--- src/rtl/rx_iq_packer.sv ---
// Receive-side I/Q packer: queues 24-bit I/Q pairs and writes each as three 16-bit words.
// Define RX_OVERFLOW_CNT_EN to build the saturating dropped-sample counter.
module rx_iq_packer #(
  parameter int unsigned DEPTH = 4
) (
  input  logic        clk,
  input  logic        reset,
  input  logic [23:0] rx_I,
  input  logic [23:0] rx_Q,
  input  logic        rx_strobe,
  input  logic        enable,
  output logic [15:0] fifo_data,
  output logic        fifo_wrreq,
  input  logic        fifo_full,
  input  logic        clear_ovf,
  output logic        overflow,
  output logic [15:0] overflow_cnt,
  output logic        busy
);

  localparam int unsigned AddrW = (DEPTH > 1) ? $clog2(DEPTH) : 1;
  localparam int unsigned CntW  = $clog2(DEPTH) + 1;

  typedef enum logic [1:0] {StIdle, StW0, StW1, StW2} state_e;

  state_e            state_q, state_d;
  logic [47:0]       mem_q [DEPTH];
  logic [47:0]       hold_q;
  logic [AddrW-1:0]  wr_ptr_q, rd_ptr_q;
  logic [CntW-1:0]   count_q;
  logic              q_empty, q_full;
  logic              push, pop, drop;
  logic              overflow_q;

  assign q_empty = (count_q == '0);
  assign q_full  = (count_q == CntW'(DEPTH));
  // A pop in the same cycle never frees a slot for the incoming strobe.
  assign push    = rx_strobe & enable & ~q_full;
  assign drop    = rx_strobe & enable & q_full;

  always_ff @(posedge clk) begin
    if (push) begin
      mem_q[wr_ptr_q] <= {rx_I, rx_Q};
    end
  end

  always_ff @(posedge clk or negedge reset) begin
    if (!reset) begin
      wr_ptr_q <= '0;
      rd_ptr_q <= '0;
      count_q  <= '0;
    end else begin
      if (push) wr_ptr_q <= wr_ptr_q + AddrW'(1);
      if (pop)  rd_ptr_q <= rd_ptr_q + AddrW'(1);
      if (push && !pop) begin
        count_q <= count_q + CntW'(1);
      end else if (pop && !push) begin
        count_q <= count_q - CntW'(1);
      end
    end
  end

  always_ff @(posedge clk or negedge reset) begin
    if (!reset) begin
      state_q <= StIdle;
      hold_q  <= '0;
    end else begin
      state_q <= state_d;
      if (pop) hold_q <= mem_q[rd_ptr_q];
    end
  end

  // hold_q = {I, Q}; words are I[23:8], {I[7:0], Q[23:16]}, Q[15:0].
  always_comb begin
    state_d    = state_q;
    pop        = 1'b0;
    fifo_wrreq = 1'b0;
    fifo_data  = 16'h0000;
    unique case (state_q)
      StIdle: begin
        if (!q_empty) begin
          pop     = 1'b1;
          state_d = StW0;
        end
      end
      StW0: begin
        fifo_wrreq = ~fifo_full;
        fifo_data  = hold_q[47:32];
        if (!fifo_full) state_d = StW1;
      end
      StW1: begin
        fifo_wrreq = ~fifo_full;
        fifo_data  = hold_q[31:16];
        if (!fifo_full) state_d = StW2;
      end
      StW2: begin
        fifo_wrreq = ~fifo_full;
        fifo_data  = hold_q[15:0];
        if (!fifo_full) begin
          if (!q_empty) begin
            pop     = 1'b1;
            state_d = StW0;
          end else begin
            state_d = StIdle;
          end
        end
      end
      default: state_d = StIdle;
    endcase
  end

  // A drop in the same cycle as clear_ovf wins.
  always_ff @(posedge clk or negedge reset) begin
    if (!reset) begin
      overflow_q <= 1'b0;
    end else if (drop) begin
      overflow_q <= 1'b1;
    end else if (clear_ovf) begin
      overflow_q <= 1'b0;
    end
  end

`ifdef RX_OVERFLOW_CNT_EN
  logic [15:0] ovf_cnt_q;

  always_ff @(posedge clk or negedge reset) begin
    if (!reset) begin
      ovf_cnt_q <= 16'h0000;
    end else if (drop) begin
      if (clear_ovf) begin
        ovf_cnt_q <= 16'h0001;
      end else if (ovf_cnt_q != 16'hFFFF) begin
        ovf_cnt_q <= ovf_cnt_q + 16'h0001;
      end
    end else if (clear_ovf) begin
      ovf_cnt_q <= 16'h0000;
    end
  end

  assign overflow_cnt = ovf_cnt_q;
`else
  assign overflow_cnt = 16'h0000;
`endif

  assign overflow = overflow_q;
  assign busy     = ~q_empty | (state_q != StIdle);

endmodule

--- config.mk ---
export PLATFORM = sky130hd
export DESIGN_NAME = rx_iq_packer
export DESIGN_NICKNAME = d
export VERILOG_FILES = /design/src/rtl/rx_iq_packer.sv
export SDC_FILE = /design/constraint.sdc
export NUM_CORES = 1
export LEC_CHECK = 0
export CAP_MARGIN = 10
export CORE_MARGIN = 2
export CORE_UTILIZATION = 55
export DETAILED_ROUTE_END_ITERATION = 6
export PLACE_DENSITY_LB_ADDON = 0.2
export SYNTH_ARGS = -nofsm -noshare
export SYNTH_HDL_FRONTEND = slang
export SYNTH_SLANG_ARGS = --single-unit
--- constraint.sdc ---
create_clock -name clk -period 8 [get_ports clk]
set_input_delay 1.6 -clock clk [delete_from_list [all_inputs] [get_ports clk]]
set_output_delay 1.6 -clock clk [all_outputs]
set_load 0.02 [all_outputs]
==> results.json <==
{
  "cp-start-kind": "flip-flop",
  "antenna_found_initial": 0,
  "num_antenna_cells": 0,
  "drt_iter0_drc": 400,
  "yosysUniqueCellTypes": 33,
  "regArea_um2": 7222,
  "ys_warn_count": 0,
  "syn2layout_area_growth_pct": 17.72,
  "row_count": 48,
  "clkTransAtPathRegs_ns": 0.06,
  "maxSlewHeadroom_pct": 29.94,
  "netlist_area_um2": 9734,
  "clock_skew_ns": 0.005826,
  "postLayoutCellArea_um2": 11460,
  "dp_slack_ns": 3.634,
  "path_max_fanout": 17,
  "first_global_vias": 4860,
  "power.total_mw": 4.378,
  "core-area_um2": 17300,
  "routabilityCongestion": 0.7018,
  "finalMaxSlewViolations": 0,
  "die_w_um": 137.0,
  "async_flop_share_pct": 23.20,
  "synth-edff-count": 192,
  "netlist_instances": 470,
  "insertion_delay_ns": 0.51,
  "drc": 0,
  "portBuffers": 72,
  "cp-end-kind": "output port",
  "fp.dieArea_um2": 18780,
  "required_ns": 6.40,
  "layout.nets": 616,
  "avgSynthCellArea_um2": 20.71,
  "cts_tree": "built",
  "power_leakage_nw": 3.991,
  "hold_class": "flip-flop to flip-flop",
  "hold_buffers": 0,
  "first_pass_iters": 6,
  "r2r-start": "state_q[1]",
  "cts_buffers": 25,
  "multi_input_area_um2": 2311,
  "crit_slowest_cell": "ha_1",
  "path_cells": "inv_1, ha_1, a222oi_1, nor2_1, clkdlybuf4s50_1",
  "wl_um": 17660,
  "clock_path_buffers": 3,
  "powerDensity_nw_per_um2": 382.0,
  "num_io_pins": 89,
  "arrival_ns": 2.87,
  "start_util_pct": 56.28,
  "drtAntennaViolNets": 0,
  "grt_max_degree": 59,
  "final_common_cell": "edfxtp_1",
  "outcome": "finished clean",
  "final_cell_mix": "edfxtp_1 (192), clkdlybuf4s50_1 (71), dfrtp_1 (56), mux4_2 (48), mux2_2 (41)",
  "vdd_drop_max_mv": 0.2904,
  "final-hold-violation-count": 0,
  "hpwl_um": 9826,
  "place_area_um2": 10610,
  "hold_ws_ns": 0.5085,
  "cpPeakStageDelay_ns": 0.70,
  "fin_crit_sh_pct": 55.83,
  "startpoint": "state_q[0]",
  "worstMarginPinSlew_ns": 1.051,
  "final_cells": 794,
  "min_from": "hold_q[22]",
  "overflow": 0,
  "htree_levels": 1,
  "yosysSeqAreaShare_pct": 74.14,
  "fin_setup_tns_ns": 0,
  "rsz0062_at_grt": "no",
  "path_class": "flip-flop to output port",
  "fin_ws_ns": 3.534,
  "wl_per_cell_um": 22.24,
  "drv_cap": 0,
  "cts_root_buf": "clkbuf_16",
  "post_cts_buffers": 0,
  "ys_ff_latch": 250,
  "cts.sinks": 250,
  "fin_crit_ns": 4.466,
  "nFillCells": 1127,
  "viasPerCell": 5.783,
  "synth_ff_type": "edfxtp_1",
  "die_h_um": 137.0,
  "fin_util_pct": 66.25,
  "dp.cells": 749,
  "setup_viol": 0,
  "vias": 4592,
  "grt_pass1_wl_um": 27600,
  "cts-resized-gates": 0,
  "gr-usage-all-layers_pct": 19.79,
  "drive_above_1_share_pct": 27.07,
  "fmax_ghz": 0.2239
}
==> final timing paths <==
path	to	slack (ns)	cells after the start
max	fifo_data[8]	3.53	5
min	hold_q[22]	0.51	1
max reg2reg	count_q[1]	4.58	9
min reg2reg	hold_q[22]	0.51	1
max in group asynchronous	rd_ptr_q[0]	6.17	2
min in group asynchronous	hold_q[10]	1.25	2
==> state kept, by name, summed over array words and instances, names as in the netlist <==
name      flops
wr_ptr_q      2
count_q       3
state_q       2
hold_q       48
mem_q       192
overflow      1
rd_ptr_q      2
==> report_power, final <==
part	switching, mW	total [mW]	leakage (nW)	internal (mW)
combinational	0.596	1.31	1.15	0.709
sequential	0.218	1.89	2.43	1.68
clock	0.455	1.18	0.415	0.725
total	1.27	4.38	3.99	3.11
==> cell usage after synthesis, types with 4 or more instances <==
library cell | number | area share [%]
nor2_1 | 19 | 0.73
ha_1 | 10 | 1.3
mux2_4 | 9 | 1.4
buf_4 | 16 | 1.2
clkbuf_1 | 11 | 0.42
dfrtp_1 | 58 | 15
mux4_2 | 48 | 11
inv_1 | 8 | 0.31
and2_1 | 5 | 0.32
edfxtp_1 | 192 | 59
a222oi_1 | 16 | 1.6
xnor2_1 | 4 | 0.36
mux2_2 | 41 | 4.7
buf_2 | 10 | 0.51
==> cell families (layout without fill, tap and decap cells) <==
kind of cell	count (synthesis)	count (layout)	synth area share [%]
adder cells (fa/ha/maj)	11	11	1.491
AO/OA/AOI/OAI	25	25	2.275
XOR/XNOR	6	6	0.5398
flip-flops	250	250	74.14
multiplexers	98	98	17.24
buffers and inverters	48	132	2.751
AND/OR/NAND/NOR	31	31	1.530
other	1	16	0.03852
==> critical path, delay by kind of cell (launching register included) <==
| family | cells | cell delay, ns |
|---|---|---|
| buffers and inverters | 2 | 0.77 |
| adders and majority gates | 1 | 0.70 |
| AOI/OAI and AO/OA | 1 | 0.30 |
| DFF | 1 | 0.41 |
| and+or+nand+nor | 1 | 0.17 |
==> layout make-up <==
class	count	area share, %
Clock inverter	9	1.048
Timing Repair Buffer	79	6.704
Multi-Input combinational cell	187	20.17
Sequential cell	250	63.02
Clock buffer	36	6.344
Tap cell	225	2.457
Inverter	8	0.2620
==> layer usage <==
layer  track usage (%)  part of all wire, %  vias to the layer above
met2             32.78                   50                      148
met5                 0                    0                        -
li1                  -                    -                     2022
met4             4.926                  1.6                        0
met3             3.037                  5.9                       24
met1             28.07                   42                     2398
Power figures use the tool's default switching activity.
==> RTL edit: new RTL, config.mk and constraints unchanged <==
Add an input register stage for `rx_I`, without a reset; this delays it by one clock. The other inputs are not delayed to match.
--- a/src/rtl/rx_iq_packer.sv
+++ b/src/rtl/rx_iq_packer.sv
@@ -23,6 +23,12 @@
 
   typedef enum logic [1:0] {StIdle, StW0, StW1, StW2} state_e;
 
+  logic [23:0] rx_I_q;
+
+  always_ff @(posedge clk) begin
+    rx_I_q <= rx_I;
+  end
+
   state_e            state_q, state_d;
   logic [47:0]       mem_q [DEPTH];
   logic [47:0]       hold_q;
@@ -40,7 +46,7 @@
 
   always_ff @(posedge clk) begin
     if (push) begin
-      mem_q[wr_ptr_q] <= {rx_I, rx_Q};
+      mem_q[wr_ptr_q] <= {rx_I_q, rx_Q};
     end
   end
 
Check against the original RTL: not equivalent (a bounded check fails within 4 cycles, from zero or initial values and one cycle with reset low).
==> RTL edit against the original RTL <==
- setup slack lost 0.087 ns
- utilization shrank 0.34 points
- register-to-register slack lost 0.18 ns
- sequential cell count grew 24
- die area grew 4.8%
- wire length grew 3.9%
- non-clock buffer count is the same
- fmax shrank 1.9%
- cell area grew 4.0%
- critical path depth is the same
- synthesized area grew 4.9%
- total power grew 2.8%
- cell count grew 3.9%
- critical endpoint is now fifo_data[12]
- largest power group unchanged
- highest routed layer unchanged
==> RTL edit: results (changes against the original RTL) <==
* Layout Cells excl Fill at 825 (+3.9%)
* Layout net count at 640 (+3.9%)
* Slew @ Worst Pin at 1.05 ns (-0.000343 ns)
* Pleak at 0.00419 µW (+4.9%)
* R2r setup slk at 4.40 ns (-0.18 ns)
* Async set-reset flop share out of synthesis at 21.2% (-2.0 points)
* HPWL after DPL at 10.2 mm (+4.0%)
* Min-Delay Path Class: reg2reg
* EDFF count, synth at 192 (unchanged)
* CP Capture Point: fifo_data[12]
* Multiplexer share of the synthesized area at 16.5% (-0.71 points)
* Clk buf depth at 3 (unchanged)
* Critical Path Fanout Max at 17 (unchanged)
* Pre-CTS setup slack at 3.62 ns (-0.0149 ns)
* # fillers at 1175 (+4.3%)
* Synth cell count leaders: edfxtp_1 (192), dfrtp_1 (58), mux4_2 (48), mux2_2 (41), dfxtp_1 (24)
* Maximum VDD drop at 0.202 mV (-31%)
* Post-Synth Adder-Cell Area at 1.42% (-0.070 points)
* Post-CTS Setup Inserts at 0 (unchanged)
* Seq/Total Area, Yosys at 75.4% (+1.2 points)
* Gpl congestion at 0.709 (+0.97%)
* Prevailing post-synth register cell: edfxtp_1
* Main area contributors after synthesis: edfxtp_1 (56%), dfrtp_1 (14%), mux4_2 (11%), dfxtp_1 (4.7%), mux2_2 (4.5%)
* Num CTS Buffers at 27 (+8.0%)
* Share of post-route cells with drive strength above 1 at 25.8% (-1.2 points)
* Global-route wire length before repair at 29.2 mm (+5.9%)
* Compound-Gate Fraction of Synth Area at 2.17% (-0.11 points)
* Status: completed
* Resize count post-CTS at 0 (unchanged)
* Root Buffer: clkbuf_16
* Layout Skew at 0.0141 ns (+0.00824 ns)
* Vias in the first global route at 5059 (+4.1%)
* DR pass1 iterations at 5 (-1)
* GRT Util Overall at 19.4% (-0.34 points)
* Placed Instances at 775 (+3.5%)
* XOR/XNOR Fraction of Synth Area at 0.515% (-0.025 points)
* Htree depth at 1 (unchanged)
* Clk slew on worst S/H paths at 0.06 ns (about the same)
* Worst Setup SP: state_q[1]
* Largest net degree at the start of global routing at 59 (unchanged)
* Final period util at 56.9% (+1.1 points)
* Cell count after synthesis at 492 (+4.7%)
* Yosys cell types at 33 (unchanged)
* Largest registers: mem_q (192), hold_q (48), rx_I_q (24)
* Via count at 4776 (+4.0%)
* Clock latency on the worst-skew pair at 0.53 ns (+0.02 ns)
* ANT cells at 0 (unchanged)
* Iteration-0 DRC Markers at 351 (-12%)
* Post-DR wirelength/cell at 22.2 µm (about the same)
-- RTL edit: final cells by class --
class / instances / area (µm²) / share of cell area [%]
repair buffers: 79 / 768 / 6.44
well taps: 229 / 287 / 2.40
multi-input cells: 185 / 2310 / 19.4
clock inverters: 7 / 41.3 / 0.346
inverters: 8 / 30.0 / 0.252
clock buffers: 43 / 786 / 6.59
flip-flops and latches: 274 / 7700 / 64.6
-- RTL edit: through the flow --
| step | hold WS (ns) | power [µW] | util (%) | area (µm²) |
|---|---|---|---|---|
| final | 0.476 | 4500 | 65.9 | 11900 |
| after global routing | 0.491 | 4720 | 65.9 | 11900 |
| after CTS | 0.477 | 4550 | 65.9 | 11900 |
| after detailed placement | 0.470 | 3380 | 61.3 | 11100 |
| after global placement | 0.449 | 3330 | 61.3 | 11100 |
| after floorplan | 0.438 | 2950 | - | 10300 |
-- RTL edit: kinds of logic (layout without fill, tap and decap cells) --
| logic type | after synthesis | count (layout) |
|---|---|---|
| DFF | 274 | 274 |
| muxes | 99 | 99 |
| buffers and inverters | 48 | 137 |
| and+or+nand+nor | 29 | 29 |
| AOI/OAI and AO/OA | 24 | 24 |
| adders and majority gates | 11 | 11 |
| xor gates and xnor gates | 6 | 6 |
| other | 1 | 16 |
-- RTL edit: per-layer routing --
layer / up-vias / track usage, % / share of wire (%)
li1: 2096 / - / -
met1: 2495 / 28.6 / 44
met2: 158 / 31.2 / 48
met3: 27 / 2.84 / 6.0
met4: 0 / 5.37 / 1.8
met5: - / 0 / 0
-- RTL edit: where the power goes --
part	total (µW)	leakage, µW	switching (µW)	internal, µW
logic	1340	0.00115	621	714
registers	2000	0.00263	200	1800
clock network	1170	0.000406	494	672
-- RTL edit: worst min-delay path by stage --
stage	start	end	cells past startpoint
final	rx_I_q[2]	mem_q[0][26]	0
after CTS	rx_I_q[2]	mem_q[0][26]	0
after floorplan	rx_I_q[0]	mem_q[0][24]	0
after detailed placement	rx_I_q[4]	mem_q[2][28]	0
after global placement	rx_I_q[4]	mem_q[2][28]	0
after global routing	rx_I_q[4]	mem_q[2][28]	0
-- RTL edit: critical path, cell delays in order, from the launching register on --
cell and delay [ns]:
dfrtp_1 0.41, inv_1 0.13, ha_1 0.84, a222oi_1 0.20, nor2_1 0.20, clkdlybuf4s50_1 0.63
